$ cat config.mk
export PLATFORM = sky130hd
export DESIGN_NAME = hazard_tracker_flat
export DESIGN_NICKNAME = d
export VERILOG_FILES = /design/src/rtl/hazard_if.sv /design/src/rtl/hazard_tracker.sv /design/src/flat_wrapper.sv
export SDC_FILE = /design/constraint.sdc
export NUM_CORES = 1
export LEC_CHECK = 0
export CAP_MARGIN = 25
export CELL_PAD_IN_SITES_DETAIL_PLACEMENT = 0
export CELL_PAD_IN_SITES_GLOBAL_PLACEMENT = 1
export CORE_AREA = 10 10 91 93
export CTS_BUF_LIST = sky130_fd_sc_hd__clkbuf_16
export DETAILED_ROUTE_END_ITERATION = 10
export DIE_AREA = 0 0 101 103
export PLACE_DENSITY = 0.81
export SLEW_MARGIN = 20
export SYNTH_ARGS = -nofsm -noshare
export SYNTH_HDL_FRONTEND = slang
export SYNTH_SLANG_ARGS = --single-unit
$ cat constraint.sdc
create_clock -name clk -period 6.13 [get_ports clk]
set_input_delay 1.226 -clock clk [delete_from_list [all_inputs] [get_ports clk]]
set_output_delay 1.226 -clock clk [all_outputs]
set_load 0.01 [all_outputs]
$ cat src/rtl/hazard_if.sv
// Decode-side view of the hazard tracker: D-stage hazard descriptors in,
// stall / forwarding selects / stall counter out.
interface hazard_if #(
    parameter int CNT_W = 16
);
    logic [4:0]       D_A1;
    logic [4:0]       D_A2;
    logic [1:0]       D_tuse_rs;
    logic [1:0]       D_tuse_rt;
    logic [4:0]       D_A3;
    logic [1:0]       D_tnew;
    logic             D_RfWr;
    logic             E_clr;

    logic             stall;
    logic [1:0]       fwd_rs_D;
    logic [1:0]       fwd_rt_D;
    logic [1:0]       fwd_rs_E;
    logic [1:0]       fwd_rt_E;
    logic             fwd_rt_M;
    logic [CNT_W-1:0] stall_cnt;

    modport master (
        output D_A1, D_A2, D_tuse_rs, D_tuse_rt, D_A3, D_tnew, D_RfWr, E_clr,
        input  stall, fwd_rs_D, fwd_rt_D, fwd_rs_E, fwd_rt_E, fwd_rt_M, stall_cnt
    );

    modport slave (
        input  D_A1, D_A2, D_tuse_rs, D_tuse_rt, D_A3, D_tnew, D_RfWr, E_clr,
        output stall, fwd_rs_D, fwd_rt_D, fwd_rs_E, fwd_rt_E, fwd_rt_M, stall_cnt
    );
endinterface

$ cat src/rtl/hazard_tracker.sv
// Tuse/Tnew hazard tracker for the five-stage MIPS pipeline: keeps E/M/W
// writer records and derives the D stall, D/E/M forwarding selects and a stall counter.
module hazard_tracker #(
    parameter int CNT_W = 16
) (
    input  logic     clk,
    input  logic     reset,
    hazard_if.slave  bus
);

    localparam logic [1:0] D_SRC_RF = 2'd0;
    localparam logic [1:0] D_SRC_E  = 2'd1;
    localparam logic [1:0] D_SRC_M  = 2'd2;
    localparam logic [1:0] D_SRC_W  = 2'd3;
    localparam logic [1:0] E_SRC_PR = 2'd0;
    localparam logic [1:0] E_SRC_M  = 2'd1;
    localparam logic [1:0] E_SRC_W  = 2'd2;

    // M never needs its rs field, and W only ever has tnew 0, so those are not stored.
    typedef struct packed {
        logic [4:0] a1;
        logic [4:0] a2;
        logic [4:0] a3;
        logic [1:0] tnew;
    } e_rec_t;

    typedef struct packed {
        logic [4:0] a2;
        logic [4:0] a3;
        logic [1:0] tnew;
    } m_rec_t;

    e_rec_t           e_q, e_d;
    m_rec_t           m_q, m_d;
    logic [4:0]       w_a3_q;
    logic [CNT_W-1:0] cnt_q;
    logic             stall;

    function automatic logic hit(input logic [4:0] r, input logic [4:0] a3);
        return (r != 5'd0) && (a3 == r);
    endfunction

    // Only the nearest writer counts: an older M value behind a pending E write is stale.
    function automatic logic src_stall(
        input logic [4:0] r,    input logic [1:0] tuse,
        input logic [4:0] e_a3, input logic [1:0] e_tnew,
        input logic [4:0] m_a3, input logic [1:0] m_tnew
    );
        if (hit(r, e_a3)) return e_tnew > tuse;
        if (hit(r, m_a3)) return m_tnew > tuse;
        return 1'b0;
    endfunction

    function automatic logic [1:0] d_sel(
        input logic [4:0] r,
        input logic [4:0] e_a3, input logic [1:0] e_tnew,
        input logic [4:0] m_a3, input logic [1:0] m_tnew,
        input logic [4:0] w_a3
    );
        if (hit(r, e_a3)) return (e_tnew == 2'd0) ? D_SRC_E : D_SRC_RF;
        if (hit(r, m_a3)) return (m_tnew == 2'd0) ? D_SRC_M : D_SRC_RF;
        if (hit(r, w_a3)) return D_SRC_W;
        return D_SRC_RF;
    endfunction

    function automatic logic [1:0] e_sel(
        input logic [4:0] r,
        input logic [4:0] m_a3, input logic [1:0] m_tnew,
        input logic [4:0] w_a3
    );
        if (hit(r, m_a3) && (m_tnew == 2'd0)) return E_SRC_M;
        if (hit(r, w_a3))                     return E_SRC_W;
        return E_SRC_PR;
    endfunction

    always_comb begin
        stall = src_stall(bus.D_A1, bus.D_tuse_rs, e_q.a3, e_q.tnew, m_q.a3, m_q.tnew)
              | src_stall(bus.D_A2, bus.D_tuse_rt, e_q.a3, e_q.tnew, m_q.a3, m_q.tnew);
    end

    always_comb begin
        bus.stall     = stall;
        bus.fwd_rs_D  = d_sel(bus.D_A1, e_q.a3, e_q.tnew, m_q.a3, m_q.tnew, w_a3_q);
        bus.fwd_rt_D  = d_sel(bus.D_A2, e_q.a3, e_q.tnew, m_q.a3, m_q.tnew, w_a3_q);
        bus.fwd_rs_E  = e_sel(e_q.a1, m_q.a3, m_q.tnew, w_a3_q);
        bus.fwd_rt_E  = e_sel(e_q.a2, m_q.a3, m_q.tnew, w_a3_q);
        bus.fwd_rt_M  = hit(m_q.a2, w_a3_q);
        bus.stall_cnt = cnt_q;
    end

    // A stalled or squashed D slot enters E as an all-zero bubble.
    always_comb begin
        e_d = '0;
        if (!stall && !bus.E_clr) begin
            e_d.a1   = bus.D_A1;
            e_d.a2   = bus.D_A2;
            e_d.a3   = bus.D_RfWr ? bus.D_A3 : 5'd0;
            e_d.tnew = bus.D_tnew;
        end
        m_d.a2   = e_q.a2;
        m_d.a3   = e_q.a3;
        m_d.tnew = (e_q.tnew == 2'd0) ? 2'd0 : e_q.tnew - 2'd1;
    end

    // NOTE: non-blocking assignments so every record advances from the same
    // pre-edge snapshot; blocking ones would let E shoot straight through to W.
    always_ff @(posedge clk or negedge reset) begin
        if (!reset) begin
            e_q    <= '0;
            m_q    <= '0;
            w_a3_q <= '0;
            cnt_q  <= '0;
        end else begin
            e_q    <= e_d;
            m_q    <= m_d;
            w_a3_q <= m_q.a3;
            if (stall && (cnt_q != '1)) begin
                cnt_q <= cnt_q + CNT_W'(1);
            end
        end
    end

endmodule

$ cat src/flat_wrapper.sv
// flat-port wrapper written by rule: the top's interface ports become plain ports
module hazard_tracker_flat 
#(
    parameter int CNT_W = 16
)
  (clk, reset, bus_D_A1, bus_D_A2, bus_D_tuse_rs, bus_D_tuse_rt, bus_D_A3, bus_D_tnew, bus_D_RfWr, bus_E_clr, bus_stall, bus_fwd_rs_D, bus_fwd_rt_D, bus_fwd_rs_E, bus_fwd_rt_E, bus_fwd_rt_M, bus_stall_cnt);
  hazard_if #(.CNT_W(CNT_W)) bus_i ();
  input  logic clk;
  input  logic reset;
  input wire logic [$bits(bus_i.D_A1)-1:0] bus_D_A1;
  input wire logic [$bits(bus_i.D_A2)-1:0] bus_D_A2;
  input wire logic [$bits(bus_i.D_tuse_rs)-1:0] bus_D_tuse_rs;
  input wire logic [$bits(bus_i.D_tuse_rt)-1:0] bus_D_tuse_rt;
  input wire logic [$bits(bus_i.D_A3)-1:0] bus_D_A3;
  input wire logic [$bits(bus_i.D_tnew)-1:0] bus_D_tnew;
  input wire logic [$bits(bus_i.D_RfWr)-1:0] bus_D_RfWr;
  input wire logic [$bits(bus_i.E_clr)-1:0] bus_E_clr;
  output wire logic [$bits(bus_i.stall)-1:0] bus_stall;
  output wire logic [$bits(bus_i.fwd_rs_D)-1:0] bus_fwd_rs_D;
  output wire logic [$bits(bus_i.fwd_rt_D)-1:0] bus_fwd_rt_D;
  output wire logic [$bits(bus_i.fwd_rs_E)-1:0] bus_fwd_rs_E;
  output wire logic [$bits(bus_i.fwd_rt_E)-1:0] bus_fwd_rt_E;
  output wire logic [$bits(bus_i.fwd_rt_M)-1:0] bus_fwd_rt_M;
  output wire logic [$bits(bus_i.stall_cnt)-1:0] bus_stall_cnt;
  assign bus_i.D_A1 = bus_D_A1;
  assign bus_i.D_A2 = bus_D_A2;
  assign bus_i.D_tuse_rs = bus_D_tuse_rs;
  assign bus_i.D_tuse_rt = bus_D_tuse_rt;
  assign bus_i.D_A3 = bus_D_A3;
  assign bus_i.D_tnew = bus_D_tnew;
  assign bus_i.D_RfWr = bus_D_RfWr;
  assign bus_i.E_clr = bus_E_clr;
  assign bus_stall = bus_i.stall;
  assign bus_fwd_rs_D = bus_i.fwd_rs_D;
  assign bus_fwd_rt_D = bus_i.fwd_rt_D;
  assign bus_fwd_rs_E = bus_i.fwd_rs_E;
  assign bus_fwd_rt_E = bus_i.fwd_rt_E;
  assign bus_fwd_rt_M = bus_i.fwd_rt_M;
  assign bus_stall_cnt = bus_i.stall_cnt;
  hazard_tracker #(.CNT_W(CNT_W)) u_core (.clk(clk), .reset(reset), .bus(bus_i));
endmodule
* After elaboration in Yosys (flattened, before gate mapping) *
Index checks and enable logic that the tools add are counted.

word-level totals
  logic and storage cells = 103
  register bits after elaboration = 50
  input port bits = 25

cells by class
  equality and inequality tests = 12
  muxes and demuxes = 51
  add/sub/neg operators = 2
  bitwise logic cells = 1
  order comparisons = 4
  reduce and logical (&&, ||, !) cells = 24

operator list
  cell                                               count
  equality test 5 bit                                11
  2-to-1 mux 2 bit                                   22
  2-to-1 mux 1 bit                                   27
  nonzero test 5 bit                                 5
  2-to-1 mux 17 bit                                  1
  adder 16 x 1 -> 16 bit (second input constant)     1
  inequality test 16 bit (second input constant)     1
  logical AND 1 bit                                  15
  greater-than comparator 2 bit                      4
  2-to-1 mux 5 bit                                   1
  zero test 2 bit                                    2
  zero test 1 bit                                    2
  subtractor 2 x 1 -> 2 bit (second input constant)  1
  OR 1 bit                                           1

* Longest topological paths before layout *
Gate-level depths: netlist (run 1).

  depth in word-level cells = 10
  depth in mapped cells = 10
  depth with buffers taken out = 9

* Worst setup path before layout (run 1) *
OpenSTA, ideal clock, no wires.

  kind = input -> output
  from = input port bus_D_A1[1]
  to = output port bus_fwd_rs_D[1]
  path slack = 2,426 ps
  arrival time = 2,478 ps
  path buffers = 0
  stages on the path = 6
  cells stage by stage = or4_4 nor2_4 nor3_1 nor4_1 a21oi_1 nor2_1

on the way
  longest elaborated chain between the ends = 8
  elaborated cells between the ends (all ways) = 18
  those cells by class = eq/ne (3); mux (11); reduce/logical (4)

RTL lines
  what                                                       RTL line              source
  start: declaration                                         flat_wrapper.sv:10    input wire logic [$bits(bus_i.D_A1)-1:0] bus_D_A1;
  equality test 5 bit or nonzero test 5 bit (tied branches)  hazard_tracker.sv:40  return (r != 5'd0) && (a3 == r);
  logical AND 1 bit                                          hazard_tracker.sv:40
  2-to-1 mux 1 bit (2 in a row)                              hazard_tracker.sv:62  if (hit(r, w_a3)) return D_SRC_W;
  2-to-1 mux 1 bit                                           hazard_tracker.sv:61  if (hit(r, m_a3)) return (m_tnew == 2'd0) ? D_SRC_M : D_SRC_RF;
  2-to-1 mux 2 bit                                           hazard_tracker.sv:63  return D_SRC_RF;
  2-to-1 mux 2 bit                                           hazard_tracker.sv:62
  2-to-1 mux 2 bit *                                         hazard_tracker.sv:61
  end: declaration                                           flat_wrapper.sv:19    output wire logic [$bits(bus_i.fwd_rs_D)-1:0] bus_fwd_rs_D;

Mark *: on every way between the ends. The rest lies on a longest branch, timed or not. The select of a mux whose other input is x is not followed.

* Worst setup path after layout (run 1) *
  from = input port bus_D_A1[1]
  to = output port bus_fwd_rs_D[0]

The elaborated chain is that of the path after synthesis.

==> results of run 1 <==
==> worst max-delay path, cell delays in order <==
cell	delay [ns]
sky130_fd_sc_hd__clkdlybuf4s50_1	0.53
sky130_fd_sc_hd__or4_4	0.60
sky130_fd_sc_hd__nor2_4	0.14
sky130_fd_sc_hd__nor3_1	0.07
sky130_fd_sc_hd__nor4_1	0.38
sky130_fd_sc_hd__mux2_2	0.22
sky130_fd_sc_hd__clkdlybuf4s50_1	0.53
==> flip-flops by register name, indices dropped and copies added (netlist names) <==
register	count
u_core.w_a3_q	5
u_core.m_q	12
u_core.e_q	17
u_core.bus.stall_cnt	16
==> area by class of cell <==
class / count / area share (%)
inverter: 6 / 0.6415
clock inverter: 3 / 1.176
sequential: 50 / 35.64
clock buffer: 5 / 3.564
timing repair buffer: 51 / 14.68
tap: 80 / 2.851
multi-input combinational: 202 / 41.45
==> layout by cell type, fill, tap and decap left out, drive strengths merged, types with 2 or more instances in the layout <==
master,netlist,layout
xor2,44,44
and2,14,14
nor4,11,11
a21oi,3,3
o21ai,4,4
nor3,13,13
dfrtp,50,50
or4,5,5
nand2,18,18
ha,9,9
nor2,20,20
clkbuf,6,5
inv,6,7
clkdlybuf4s50,0,49
a2bb2oi,2,2
a22oi,2,2
xnor2,24,24
buf,2,2
nand4,5,5
and3,7,7
nor2b,5,5
mux2,4,4
nand3,7,7
==> metal layers <==
layer  GRT usage, %  wire, um
met1          15.48      2816
met2          23.54      3394
met3          4.826       433
met4          4.073       101
met5              0         0
==> power groups by stage <==
stage	logic [mW]	clock network, mW	registers (mW)
final	0.149	0.308	0.383
after global routing	0.166	0.325	0.387
after CTS	0.153	0.313	0.383
after detailed placement	0.152	0	0.389
after global placement	0.148	0	0.388
after floorplan	0.0770	0	0.383
==> cells in the mapped netlist <==
cell / n / area share, %
sky130_fd_sc_hd__xnor2_1: 24 / 7.6
sky130_fd_sc_hd__or4_4: 1 / 0.41
sky130_fd_sc_hd__ha_1: 9 / 4.1
sky130_fd_sc_hd__buf_6: 1 / 0.41
sky130_fd_sc_hd__nand3_2: 1 / 0.36
sky130_fd_sc_hd__nor3_1: 11 / 2.0
sky130_fd_sc_hd__clkbuf_1: 6 / 0.81
sky130_fd_sc_hd__o21ai_0: 4 / 0.72
sky130_fd_sc_hd__nor4_2: 1 / 0.45
sky130_fd_sc_hd__nor2_4: 3 / 1.2
sky130_fd_sc_hd__nor3_2: 2 / 0.72
sky130_fd_sc_hd__a21boi_1: 1 / 0.27
sky130_fd_sc_hd__a22oi_1: 2 / 0.54
sky130_fd_sc_hd__a21oi_1: 3 / 0.54
sky130_fd_sc_hd__a32o_1: 1 / 0.36
sky130_fd_sc_hd__nor2b_1: 5 / 1.1
sky130_fd_sc_hd__nand4b_1: 1 / 0.32
sky130_fd_sc_hd__nor2_1: 17 / 2.3
sky130_fd_sc_hd__nand4_1: 5 / 1.1
sky130_fd_sc_hd__dfrtp_1: 50 / 45
sky130_fd_sc_hd__mux2_2: 3 / 1.2
sky130_fd_sc_hd__or3_1: 1 / 0.23
sky130_fd_sc_hd__xor2_1: 44 / 14
sky130_fd_sc_hd__or4_1: 4 / 1.1
sky130_fd_sc_hd__and2_1: 14 / 3.2
sky130_fd_sc_hd__inv_1: 6 / 0.81
sky130_fd_sc_hd__nor4_1: 10 / 2.3
sky130_fd_sc_hd__and3_1: 7 / 1.6
sky130_fd_sc_hd__a2bb2oi_1: 2 / 0.63
sky130_fd_sc_hd__mux2_1: 1 / 0.41
sky130_fd_sc_hd__nand2_1: 18 / 2.4
sky130_fd_sc_hd__o2111a_1: 1 / 0.41
sky130_fd_sc_hd__buf_4: 1 / 0.27
sky130_fd_sc_hd__nand3_1: 6 / 1.1
==> cell families after synthesis <==
family / share of synthesized area [%]
simple gates: 21.86
xor+xnor: 21.50
flops: 45.17
compound gates: 3.478
buf+inv: 2.303
fa+ha+maj: 4.065
mux: 1.626
==> worst paths after layout <==
check	startpoint	endpoint	slack, ns	depth (start not counted)
setup / recovery	bus_D_A1[1]	bus_fwd_rs_D[0]	1.20	7
hold / removal	u_core.e_q[7]	u_core.m_q[7]	0.47	0
setup reg to reg	u_core.bus.stall_cnt[0]	u_core.bus.stall_cnt[1]	3.74	7
hold reg to reg	u_core.e_q[7]	u_core.m_q[7]	0.47	0
max in group asynchronous	reset	u_core.bus.stall_cnt[0]	4.70	2
min in group asynchronous	reset	u_core.m_q[7]	0.90	1
==> results_dict.tcl, run 1 <==
set metrics [dict create \
    worstSkewPairLatency_ns 0.29 \
    fin_cells 397 \
    synth_seq_cells 50 \
    clkTransAtPathRegs_ns 0.07 \
    rsz0062_at_grt "no" \
    fin_nets 350 \
    timing.hold.worst.class "flop to flop" \
    post-route-cell-area_mm2 0.003511 \
    detail_route.first_pass.iterations 6 \
    power.switching_mw 0.2149 \
    dp_hpwl_um 5277 \
    vias_in_the_first_global_route 2132 \
    antenna_found_initial 0 \
    clock_sinks 50 \
    postPlaceCellArea_mm2 0.003344 \
    postCtsResizedCells 0 \
    placed_cells 389 \
    slew_headroom_pct 66.58 \
    tightestPinTransition_ns 0.4967 \
    syn-num-nets 300 \
    total_leakage_power_nw 1.620 \
    globalRoute.totalOverflow 0 \
    vias 2017 \
    tritoncts "done" \
    ios 51 \
    drt_wl_total_um 6746 \
    preCtsSetupSlack_ns 1.204 \
    postLayoutSetupSlackWorst_ns 1.202 \
    drive_gt1_share_pct 6.309 \
    postCtsSetupBuffers 0 \
    post-route-min-period_ns 4.928 \
    worst-setup-path-type "primary input to output port" \
    clock_tree_root_driver_cell "sky130_fd_sc_hd__clkbuf_16" \
    gp_congestion 0.8377 \
    timing.critical_path.fanout_max 5 \
    worst_ir_drop_vdd_uv 156.7 \
    power.internal_mw 0.6252 \
    die_x_um 101 \
    globalRouteTotalUtil_pct 13.63 \
    seq_area_frac_synth_pct 45.17 \
    outcome "finished, final reports clean" \
    syn_avg_cell_area_um2 10.41 \
    maxClockFrequency_mhz 202.9 \
    max_cap_viol_count 0 \
    drt_first_iter_violations 68 \
    total_power_mw 0.8401 \
    cts-hold-fix-buffers 0 \
    place.port_buffers 50 \
    final_antenna_diode_count 0 \
    hold_viol_final 0 \
    number_of_unique_standard_cell_types_used_by_synthesis 34 \
    crit_path_end_kind "output port" \
    synth.cell_area_mm2 0.002770 \
    p_clk_share_pct 36.6 \
    start_kind "primary input" \
    power_frac_comb_pct 17.8 \
    synthesis.instances 266 \
    regArea_mm2 0.001251 \
    synth-warning-count 0 \
    routed_via_density 5.081 \
    die_area_mm2 0.01040 \
    area_delta_synth_final_pct 26.74 \
    vertical_die_dimension_um 103 \
    worstPathArrival_ns 3.70 \
    power_per_cell_area_mw_per_mm2 239.3 \
    post-route-drc-count 0 \
    multi_input_logic_area_mm2 0.001455 \
    required_ns 4.90 \
    postRouteAntennaNets 0 \
    final_util_pct 53.45 \
    start_util_pct 42.17 \
    power.share.sequential_pct 45.6 \
    largest_net_degree_at_the_start_of_global_routing 32 \
    setup_tns_ns 0 \
    total_core_area_mm2 0.006569 \
    power.switching_fraction_pct 25.58 \
    layout_worst_path_cycle_share_pct 80.39 \
    first_pass_grt_wire_length_um 11170 \
    htreeDepth 2 \
    fill_cells 606 \
    wl_per_cell_um 16.99 \
    worst_hold_margin_ns 0.4670 \
    cts_made_buffers 5 \
    setup_violations 0 \
    report.final.slew_viol_count 0 \
    clock_path_buffers 2 \
    placementRows 30 \
    worst_clock_skew_ns 0.005448 \
]
Note: power is estimated with default switching activity, not from simulation.
==> run 2, diff against run 1 <==
--- a/config.mk
+++ b/config.mk
@@ -8,11 +8,11 @@
 export CAP_MARGIN = 25
 export CELL_PAD_IN_SITES_DETAIL_PLACEMENT = 0
 export CELL_PAD_IN_SITES_GLOBAL_PLACEMENT = 1
-export CORE_AREA = 10 10 91 93
+export CORE_AREA = 10 10 98 100
 export CTS_BUF_LIST = sky130_fd_sc_hd__clkbuf_16
 export DETAILED_ROUTE_END_ITERATION = 10
-export DIE_AREA = 0 0 101 103
-export PLACE_DENSITY = 0.81
+export DIE_AREA = 0 0 108 110
+export PLACE_DENSITY = 0.73
 export SLEW_MARGIN = 20
 export SYNTH_ARGS = -nofsm -noshare
 export SYNTH_HDL_FRONTEND = slang
==> constraint.sdc (replaced) <==
create_clock -name clk -period 4.1 [get_ports clk]
set_input_delay 0.82 -clock clk [delete_from_list [all_inputs] [get_ports clk]]
set_output_delay 0.82 -clock clk [all_outputs]
set_load 0.01 [all_outputs]
==> run 2 against run 1 <==
Against the previous run:
- critical path type unchanged
- utilization shrank 7.0 points
- first-iteration DRC count shrank 53%
- largest cell class unchanged
- sequential cell count is the same
- largest power group unchanged
- clock power is 27% higher
- highest routed layer unchanged
- cell count grew 7.3%
==> results_dict.tcl, run 2 (synthesis gave the netlist of run 1 again) <==
set metrics [dict create \
    fin_nets 357 \
    tightestPinTransition_ns 0.5796 \
    leading_cell_types_in_the_layout_fill_and_taps_excluded "sky130_fd_sc_hd__dfrtp_1, sky130_fd_sc_hd__clkdlybuf4s50_1, sky130_fd_sc_hd__xor2_1" \
    worst-setup-path-type "primary input to output port" \
    start_util_pct 36.22 \
    worst-r2r-setup-slack_ns 1.69 \
    antenna_found_initial 0 \
    first_pass_grt_wire_length_um 11200 \
    fin_cells 426 \
    total_leakage_power_nw 1.635 \
    max_cap_viol_count 0 \
    r2r-start "u_core.bus.stall_cnt[0]" \
    detail_route.first_pass.iterations 4 \
    hold_viol_final 0 \
    report.final.slew_viol_count 0 \
    post-route-min-period_ns 3.984 \
    total_core_area_mm2 0.007647 \
    clock_path_buffers 2 \
    start_kind "primary input" \
    mostFrequentLayoutCell "sky130_fd_sc_hd__dfrtp_1" \
    tritoncts "done" \
    regMostFlops "u_core.e_q" \
    worstPathArrival_ns 3.16 \
    r2r.worst_path.cells 7 \
    outcome "finished, final reports clean" \
    critical_path_destination "bus_fwd_rs_D[0]" \
    cts_made_buffers 5 \
    crit_path_end_kind "output port" \
    cts-hold-fix-buffers 0 \
    area_delta_synth_final_pct 28.27 \
    die_x_um 108 \
    clkTransAtPathRegs_ns 0.06 \
    postCtsResizedCells 0 \
    rsz0062_at_grt "no" \
    timing.hold.worst.class "flop to flop" \
    gp_congestion 0.7823 \
    postRouteAntennaNets 0 \
    regToRegEndpoint "u_core.bus.stall_cnt[1]" \
    drive_gt1_share_pct 8.333 \
    timing.critical_path.fanout_max 5 \
    setup.worst_path.start "bus_D_A1[1]" \
    drt_first_iter_violations 32 \
    layout_worst_path_cycle_share_pct 97.17 \
    setup_tns_ns 0 \
    ios 51 \
    worstSkewPairLatency_ns 0.29 \
    fill_cells 741 \
    globalRoute.totalOverflow 0 \
    globalRouteTotalUtil_pct 11.83 \
    postCtsSetupBuffers 0 \
    power_per_cell_area_mw_per_mm2 336.2 \
    vias_in_the_first_global_route 2201 \
    worst_clock_skew_ns 0.003430 \
    vias 2057 \
    slew_headroom_pct 61.36 \
    dp_hpwl_um 5363 \
    required_ns 3.28 \
    routed_via_density 4.829 \
    htreeDepth 2 \
    post-route-drc-count 0 \
    clock_sinks 50 \
    vertical_die_dimension_um 110 \
    placed_cells 418 \
    largest_register_ffs 17 \
    placementRows 32 \
    setup_violations 0 \
    final_antenna_diode_count 0 \
    drt_wl_total_um 6844 \
    worst_ir_drop_vdd_uv 216.4 \
    die_area_mm2 0.01188 \
    wl_per_cell_um 16.07 \
    maxClockFrequency_mhz 251.0 \
    largest_net_degree_at_the_start_of_global_routing 28 \
    clock_tree_root_driver_cell "sky130_fd_sc_hd__clkbuf_16" \
    place.port_buffers 50 \
]
-- run 2: worst min-delay path by stage --
stage,startpoint,to,slack (ns),depth (start not counted)
final,u_core.e_q[3],u_core.m_q[3],0.46,0
after global routing,u_core.e_q[9],u_core.m_q[9],0.47,0
after CTS,u_core.e_q[9],u_core.m_q[9],0.46,0
after detailed placement,u_core.e_q[11],u_core.m_q[11],0.44,0
after global placement,u_core.e_q[11],u_core.m_q[11],0.45,0
after floorplan,u_core.m_q[2],u_core.w_a3_q[0],0.35,0
-- run 2: layer usage --
metal  up-vias  share of wire, %  routed length, um  global-route usage (%)
met4         0               1.0                 69                   2.672
met2        37                48               3251                   19.70
met5         -                 0                  0                       0
li1       1015                 -                  -                       -
met3         9               6.9                474                   4.237
met1       996                45               3049                   14.38
-- run 2: cell type report --
cell class / count / area, um2 / area share [%]
repair buffers: 58 / 555.5 / 15.63
flip-flops and latches: 50 / 1251 / 35.21
clock buffers: 5 / 125.1 / 3.521
multi-input cells: 202 / 1455 / 40.95
inverters: 6 / 22.52 / 0.6338
well taps: 102 / 127.6 / 3.592
clock inverters: 3 / 16.27 / 0.4577
-- run 2: critical path, cell delays in order --
cell and delay (ns):
sky130_fd_sc_hd__clkdlybuf4s50_1 0.42, sky130_fd_sc_hd__or4_4 0.55, sky130_fd_sc_hd__nor2_4 0.13, sky130_fd_sc_hd__nor3_1 0.08, sky130_fd_sc_hd__nor4_1 0.39, sky130_fd_sc_hd__mux2_2 0.22, sky130_fd_sc_hd__clkdlybuf4s50_1 0.54
-- run 2: through the flow --
step                instance area, um2  total power [mW]  util [%]  setup WS, ns  hold WS, ns
finish                            3553             1.195     46.47        0.1158       0.4556
global route                      3553             1.255     46.47     0.0004541       0.4659
CTS                               3553             1.211     46.47        0.1198       0.4609
detailed placement                3412            0.8145     44.62        0.1189       0.4432
global placement                  3412            0.8105     44.62        0.1959       0.4457
floorplan                         2770            0.6875         -         1.208       0.3519
-- run 2: where the power goes --
group / switching, mW / total, mW / internal [mW]
combinational: 0.103 / 0.230 / 0.127
clock: 0.170 / 0.392 / 0.223
sequential: 0.0462 / 0.572 / 0.526
==> run 3, diff against run 2 <==
--- a/config.mk
+++ b/config.mk
@@ -8,10 +8,10 @@
 export CAP_MARGIN = 25
 export CELL_PAD_IN_SITES_DETAIL_PLACEMENT = 0
 export CELL_PAD_IN_SITES_GLOBAL_PLACEMENT = 1
-export CORE_AREA = 10 10 98 100
+export CORE_AREA = 10 10 108 91
 export CTS_BUF_LIST = sky130_fd_sc_hd__clkbuf_16
 export DETAILED_ROUTE_END_ITERATION = 10
-export DIE_AREA = 0 0 108 110
+export DIE_AREA = 0 0 118 101
 export PLACE_DENSITY = 0.73
 export SLEW_MARGIN = 20
 export SYNTH_ARGS = -nofsm -noshare
==> run 3 against run 2 <==
Against the previous run:
- highest routed layer unchanged
- largest power group unchanged
- critical path depth did not move
- power up 0.42%
- register-to-register slack worse by 0.11 ns
- worst setup slack gained 0.062 ns
- critical endpoint unchanged
- fmax grew 1.6%
==> results_dict.tcl, run 3 (synthesis gave the netlist of run 1 again) <==
set metrics [dict create \
    globalRoute.totalOverflow 0 \
    total_leakage_power_nw 1.646 \
    vias 2074 \
    setup_tns_ns 0 \
    placed_cells 425 \
    postLayoutSetupSlackWorst_ns 0.1774 \
    worst-setup-path-type "primary input to output port" \
    worst_clock_skew_ns 0.006619 \
    globalRouteTotalUtil_pct 12.13 \
    start_util_pct 36.01 \
    preCtsSetupSlack_ns 0.1073 \
    place.port_buffers 50 \
    layout_worst_path_cycle_share_pct 95.67 \
    report.final.slew_viol_count 0 \
    postCtsSetupBuffers 0 \
    placementRows 29 \
    required_ns 3.28 \
    vertical_die_dimension_um 101 \
    worst_ir_drop_vdd_uv 184.4 \
    slew_headroom_pct 65.27 \
    setup_violations 0 \
    drt_wl_total_um 7042 \
    drt_first_iter_violations 119 \
    total_power_mw 1.199 \
    post-route-cell-area_mm2 0.003587 \
    tritoncts "done" \
    max_cap_viol_count 0 \
    tightestPinTransition_ns 0.5209 \
    mostFrequentLayoutCell "sky130_fd_sc_hd__dfrtp_1" \
    start_kind "primary input" \
    ios 51 \
    die_x_um 118 \
    die_area_mm2 0.01192 \
    drive_gt1_share_pct 8.923 \
    maxClockFrequency_mhz 254.9 \
    worst-r2r-setup-slack_ns 1.58 \
    detail_route.first_pass.iterations 4 \
    final_antenna_diode_count 0 \
    fin_cells 433 \
    postPlaceCellArea_mm2 0.003440 \
    leading_cell_types_in_the_layout_fill_and_taps_excluded "sky130_fd_sc_hd__dfrtp_1, sky130_fd_sc_hd__clkdlybuf4s50_1, sky130_fd_sc_hd__xor2_1" \
    timing.critical_path.fanout_max 5 \
    post-route-drc-count 0 \
    clkTransAtPathRegs_ns 0.07 \
    gp_congestion 0.7894 \
    fin_nets 358 \
    postCtsResizedCells 0 \
    first_pass_grt_wire_length_um 11790 \
    cts-hold-fix-buffers 0 \
    clock_sinks 50 \
    hold_viol_final 0 \
    clock_tree_root_driver_cell "sky130_fd_sc_hd__clkbuf_16" \
    post-route-min-period_ns 3.923 \
    rsz0062_at_grt "no" \
    vias_in_the_first_global_route 2276 \
    regMostFlops "u_core.e_q" \
    area_delta_synth_final_pct 29.49 \
    wl_per_cell_um 16.26 \
    timing.hold.worst.class "flop to flop" \
    postRouteAntennaNets 0 \
    power_per_cell_area_mw_per_mm2 334.4 \
    outcome "finished, final reports clean" \
    largest_net_degree_at_the_start_of_global_routing 29 \
    antenna_found_initial 0 \
    worstSkewPairLatency_ns 0.28 \
    worstPathArrival_ns 3.10 \
    routed_via_density 4.790 \
    fill_cells 745 \
    htreeDepth 2 \
    crit_path_end_kind "output port" \
    cts_made_buffers 5 \
    total_core_area_mm2 0.007692 \
    largest_register_ffs 17 \
    dp_hpwl_um 5382 \
    clock_path_buffers 2 \
]
[run 3: cell types whose count changed in the layout (fill, tap and decap cells not counted)]
cell / previous run / this run
sky130_fd_sc_hd__buf_12: 0 / 1
sky130_fd_sc_hd__nor4_2: 1 / 2
sky130_fd_sc_hd__nor4_1: 10 / 9
[run 3: area by class of cell]
type | instances | area [um2] | area share [%]
clock buffers | 5 | 125.1 | 3.488
clock inverters | 3 | 16.27 | 0.4534
inverters | 6 | 22.52 | 0.6278
multi-input cells | 202 | 1461 | 40.74
flip-flops and latches | 50 | 1251 | 34.88
well taps | 108 | 135.1 | 3.767
repair buffers | 59 | 575.6 | 16.04
[run 3: layer usage]
layer	global-route usage (%)	wire length, um	share of wire (%)
met1	15.30	3195	45
met2	20.25	3331	47
met3	4.199	502	7.1
met4	1.423	12	0.17
met5	0	0	0
[run 3: per-stage QoR]
step	hold WS [ns]	util (%)
global placement	0.4414	44.45
detailed placement	0.4333	44.71
CTS	0.4521	46.55
finish	0.4555	46.63
global route	0.4676	46.63
floorplan	0.3519	-
[run 3: report_power, final]
part | internal, mW | switching (mW) | leakage, nW
Combinational | 0.129 | 0.105 | 0.916
Clock | 0.223 | 0.172 | 0.0672
Sequential | 0.526 | 0.0453 | 0.663
[run 3: critical path, cell delays in order]
cell	delay (ns)
sky130_fd_sc_hd__clkdlybuf4s50_1	0.44
sky130_fd_sc_hd__or4_4	0.56
sky130_fd_sc_hd__nor2_4	0.14
sky130_fd_sc_hd__nor3_1	0.09
sky130_fd_sc_hd__nor4_2	0.31
sky130_fd_sc_hd__mux2_2	0.20
sky130_fd_sc_hd__clkdlybuf4s50_1	0.54
[run 3: path summary, 6_finish.rpt]
kind / depth (start not counted) / start / to
max: 7 / bus_D_A1[1] / bus_fwd_rs_D[0]
min: 0 / u_core.e_q[4] / u_core.m_q[4]
max reg2reg: 7 / u_core.bus.stall_cnt[0] / u_core.bus.stall_cnt[1]
min reg2reg: 0 / u_core.e_q[4] / u_core.m_q[4]
max in group asynchronous: 2 / reset / u_core.m_q[5]
min in group asynchronous: 1 / reset / u_core.m_q[6]
==> patch 1: new RTL, flow settings as in run 2 <==
`CNT_W` is set to 16 in 3 places; all go to 14.
--- a/src/rtl/hazard_if.sv
+++ b/src/rtl/hazard_if.sv
@@ -2,5 +2,5 @@
 // stall / forwarding selects / stall counter out.
 interface hazard_if #(
-    parameter int CNT_W = 16
+    parameter int CNT_W = 14
 );
     logic [4:0]       D_A1;
--- a/src/rtl/hazard_tracker.sv
+++ b/src/rtl/hazard_tracker.sv
@@ -2,5 +2,5 @@
 // writer records and derives the D stall, D/E/M forwarding selects and a stall counter.
 module hazard_tracker #(
-    parameter int CNT_W = 16
+    parameter int CNT_W = 14
 ) (
     input  logic     clk,
--- a/src/flat_wrapper.sv
+++ b/src/flat_wrapper.sv
@@ -2,5 +2,5 @@
 module hazard_tracker_flat 
 #(
-    parameter int CNT_W = 16
+    parameter int CNT_W = 14
 )
   (clk, reset, bus_D_A1, bus_D_A2, bus_D_tuse_rs, bus_D_tuse_rt, bus_D_A3, bus_D_tnew, bus_D_RfWr, bus_E_clr, bus_stall, bus_fwd_rs_D, bus_fwd_rt_D, bus_fwd_rs_E, bus_fwd_rt_E, bus_fwd_rt_M, bus_stall_cnt);
Ports: changed (resized bus_stall_cnt); port bits go from 51 to 49. No check against the original RTL was run, so the function may have changed too.
==> patch 1 against run 2 <==
Setup slack got worse by 0.039 ns. Fmax decreased by 0.97%. Synthesized area is 5.3% lower. Critical path type unchanged. Combinational power increased by 2%. Design area shrank 0.77%. Wire length is 4.9% lower. Power down 1.8%. Synthesized cell count shrank 10%. Global-route usage shrank 0.71 points. Sequential cell count shrank 2.
==> patch 1: results <==
export IMPL_grt_pass1_wl_um=10400
export IMPL_r2r_slack_ns=1.66
export IMPL_place_detailed_hpwl_um=4960
export IMPL_ys_seq_area_share_pct=45.8
export IMPL_nets=338
export IMPL_grt_max_degree=34
export IMPL_hp_class="in2async"
export IMPL_cts_clk_slew_worst_paths_ns=0.06
export IMPL_first_iter_violations=33
export IMPL_cp_max_fo=3
export IMPL_grt_pass1_vias=2052
export IMPL_gp_congestion=0.796
export IMPL_cp_arrival_ns=3.20
export IMPL_r2r_end="u_core.bus.stall_cnt[11]"
export IMPL_tightest_slew_ns=0.425
export IMPL_r2r_cells=9
export IMPL_status="finished, final reports clean"
export IMPL_yosys_top_cells_count="dfrtp_1, xor2_1, xnor2_1, and2_1, nor2_1"
export IMPL_io_buffers=48
export IMPL_grt_total_usage_pct=11.1
export IMPL_met2_length_um=3160
export IMPL_wl_met3_um=464
export IMPL_cp_slowest_cell="or4_1"
export IMPL_synth_net_count=273
export IMPL_final_layout_size_suffix_gt1_share_pct=14.5
export IMPL_via_per_inst=4.69
export IMPL_ir_worst_vdd_v=0.000199
export IMPL_cts_buffers=5
export IMPL_cp_top_family="simple AND/OR/NAND/NOR gates"
export IMPL_reg2reg_from="u_core.m_q[4]"
export IMPL_p_leak_nw=1.66
export IMPL_wl_met1_um=2830
export IMPL_power_clock_fraction_pct=33.1
==> patch 1: changes by cell type after synthesis, sizes merged, moves of 3 or more <==
| cell | change |
|---|---|
| a21oi | +4 |
| or4 | +3 |
| nor2 | -7 |
| and3 | +4 |
| xnor2 | +6 |
| nand2 | -12 |
| nor3 | -10 |
| xor2 | -7 |
| nand4 | +4 |
==> patch 1: timing repair <==
item / 4_1_cts / 5_1_grt
endpoints found under the setup margin: 4 / 5
buffers inserted: 0 / 1
pin swaps: 1 / 2
hold buffers: 0 / 0
resized for setup: 3 / 11
==> patch 1: power by group through the flow <==
| stage | sequential [mW] | clock, mW | combinational [mW] |
|---|---|---|---|
| after floorplan | 0.549 | 0 | 0.113 |
| after global placement | 0.558 | 0 | 0.223 |
| after detailed placement | 0.558 | 0 | 0.230 |
| after CTS | 0.550 | 0.399 | 0.234 |
| after global routing | 0.555 | 0.418 | 0.260 |
| final | 0.550 | 0.389 | 0.235 |
==> patch 1: worst max-delay path by stage <==
stage / from / cells past startpoint / to / slack, ns
final: bus_D_A1[1] / 7 / bus_fwd_rs_D[0] / 0.08
after global routing: bus_D_A1[1] / 7 / bus_fwd_rs_D[0] / -0.02
after CTS: bus_D_A2[3] / 8 / bus_fwd_rt_D[1] / 0.006
after detailed placement: bus_D_A1[3] / 7 / bus_fwd_rs_D[0] / -0.11
after global placement: bus_D_A1[3] / 7 / bus_fwd_rs_D[0] / -0.05
after floorplan: bus_D_A1[1] / 6 / bus_fwd_rs_D[1] / 1.12
==> patch 1: kinds of logic after synthesis <==
family          count (synthesis)  share of synthesized area [%]
compound gates                 12                           3.20
xor+xnor                       67                           22.4
fa+ha+maj                       9                           4.29
buf+inv                        14                           2.86
flops                          48                           45.8
mux                             3                           1.29
simple gates                   86                           20.2
==> patch 1: metrics by stage <==
| step | hold slack [ns] | cell area (µm²) | worst slack [ns] | std cells |
|---|---|---|---|---|
| after global placement | 0.434 | 3290 | -0.0474 | 397 |
| final | 0.449 | 3530 | 0.0767 | 406 |
| after floorplan | 0.374 | 2620 | 1.12 | 239 |
| after global routing | 0.466 | 3530 | -0.0183 | 406 |
| after detailed placement | 0.444 | 3310 | -0.110 | 398 |
| after CTS | 0.459 | 3470 | 0.00575 | 405 |
==> patch 1: cell type report <==
cell class                 instances  area share, %
clock inverter                     2          0.355
timing repair buffer              66           18.0
clock buffer                       5           3.55
tap                              102           3.62
inverter                           6          0.639
multi-input combinational        177           39.8
sequential                        48           34.1
==> patch 1: routing by layer <==
metal,global-route usage (%),up-vias
met5,0,-
met4,2.00,0
met3,4.53,7
met2,18.8,44
met1,13.1,910
li1,-,944
==> patch 2: new RTL, settings of run 2 <==
Without the edit above. Reset style: synchronous (`reset`), changed in one clocked block.
--- a/src/rtl/hazard_tracker.sv
+++ b/src/rtl/hazard_tracker.sv
@@ -105,5 +105,5 @@
     // NOTE: non-blocking assignments so every record advances from the same
     // pre-edge snapshot; blocking ones would let E shoot straight through to W.
-    always_ff @(posedge clk or negedge reset) begin
+    always_ff @(posedge clk) begin
         if (!reset) begin
             e_q    <= '0;
Formal check against the unedited RTL: differs if reset is asserted again (counterexample within 4 cycles, from zero or initial values and one cycle with reset low); with reset held inactive, the same outputs for 10 cycles.
==> patch 2 against run 2 <==
Sequential cell count is the same. Sequential power decreased by 11%. Design area is 2.9% higher. Synthesized area up 1.4%. Via count rose by 11%. Wire length grew 6.0%. Cell count up 11%. Die area stayed put. Setup slack lost 0.025 ns. Power down 5.0%. Combinational power down 33%. Sequential share of layout area decreased by 7.8 points. Critical endpoint is now bus_fwd_rt_D[1]. Largest power group unchanged.
==> patch 2: results <==
export IMPL_placed_cell_area_mm2=0.00348
export IMPL_grt_pass1_wl_um=11800
export IMPL_whs_ns=0.426
export IMPL_r2r_end="u_core.bus.stall_cnt[8]"
export IMPL_num_vias=2276
export IMPL_yosys_top_cells_area="dfxtp_1, xor2_1, xnor2_1"
export IMPL_hold_depth=1
export IMPL_status="finished, final reports clean"
export IMPL_synth_adder_area_share_pct=4.45
export IMPL_synth_area_mux_share_pct=3.29
export IMPL_gp_congestion=0.849
export IMPL_p_leak_nw=1.50
export IMPL_min_from="u_core.e_q[0]"
export IMPL_synth_xor_area_share_pct=18.7
export IMPL_nets=403
export IMPL_grt_max_degree=32
export IMPL_syn_instance_count=312
export IMPL_synth_net_count=347
export IMPL_via_per_inst=4.83
export IMPL_tightest_slew_ns=0.600
export IMPL_r2r_slack_ns=1.51
export IMPL_place_detailed_hpwl_um=5590
export IMPL_synth_compound_area_share_pct=5.79
export IMPL_ir_worst_vdd_v=0.000161
export IMPL_grt_total_usage_pct=12.6
export IMPL_power_internal_uw=869
==> patch 2: how the worst max path moves through the flow <==
| stage | startpoint | end | slack [ns] | cells after the start |
|---|---|---|---|---|
| after floorplan | bus_D_A2[0] | bus_fwd_rt_D[1] | 1.18 | 6 |
| after global placement | bus_D_A2[0] | bus_fwd_rt_D[1] | 0.1 | 8 |
| after detailed placement | bus_D_A2[0] | bus_fwd_rt_D[1] | 0.06 | 8 |
| after CTS | bus_D_A2[0] | bus_fwd_rt_D[1] | 0.06 | 8 |
| after global routing | bus_D_A1[3] | bus_fwd_rs_D[1] | -0.05 | 8 |
| final | bus_D_A2[0] | bus_fwd_rt_D[1] | 0.09 | 8 |
==> patch 2: metal layers <==
| metal | up-vias | track usage (%) | part of all wire (%) |
|---|---|---|---|
| met5 | - | 0 | 0 |
| met4 | 0 | 4.01 | 1.3 |
| met3 | 8 | 4.06 | 6.3 |
| met2 | 49 | 20.8 | 48 |
| met1 | 1055 | 15.2 | 45 |
| li1 | 1164 | - | - |
==> patch 2: critical path, cell delays in order <==
cell and delay [ns]:
clkdlybuf4s50_1 0.42, or4_4 0.55, nor2_4 0.16, nor3_1 0.10, nor4_2 0.32, a21oi_1 0.07
nor2_1 0.17, clkdlybuf4s50_1 0.57
==> patch 2: area by class of cell <==
class	instances	area (µm²)
Clock inverter	3	43.8
Fill cell	750	3990
Inverter	10	37.5
Tap cell	102	128
Timing Repair Buffer	63	598
Sequential cell	50	1000
Clock buffer	5	125
Multi-Input combinational cell	238	1720
==> patch 2: power groups by stage <==
stage	Combinational, mW	Clock, mW	Sequential (mW)
floorplan	0.0828	0	0.515
global placement	0.152	0	0.520
detailed placement	0.154	0	0.520
CTS	0.155	0.486	0.509
global route	0.170	0.504	0.510
finish	0.153	0.473	0.509
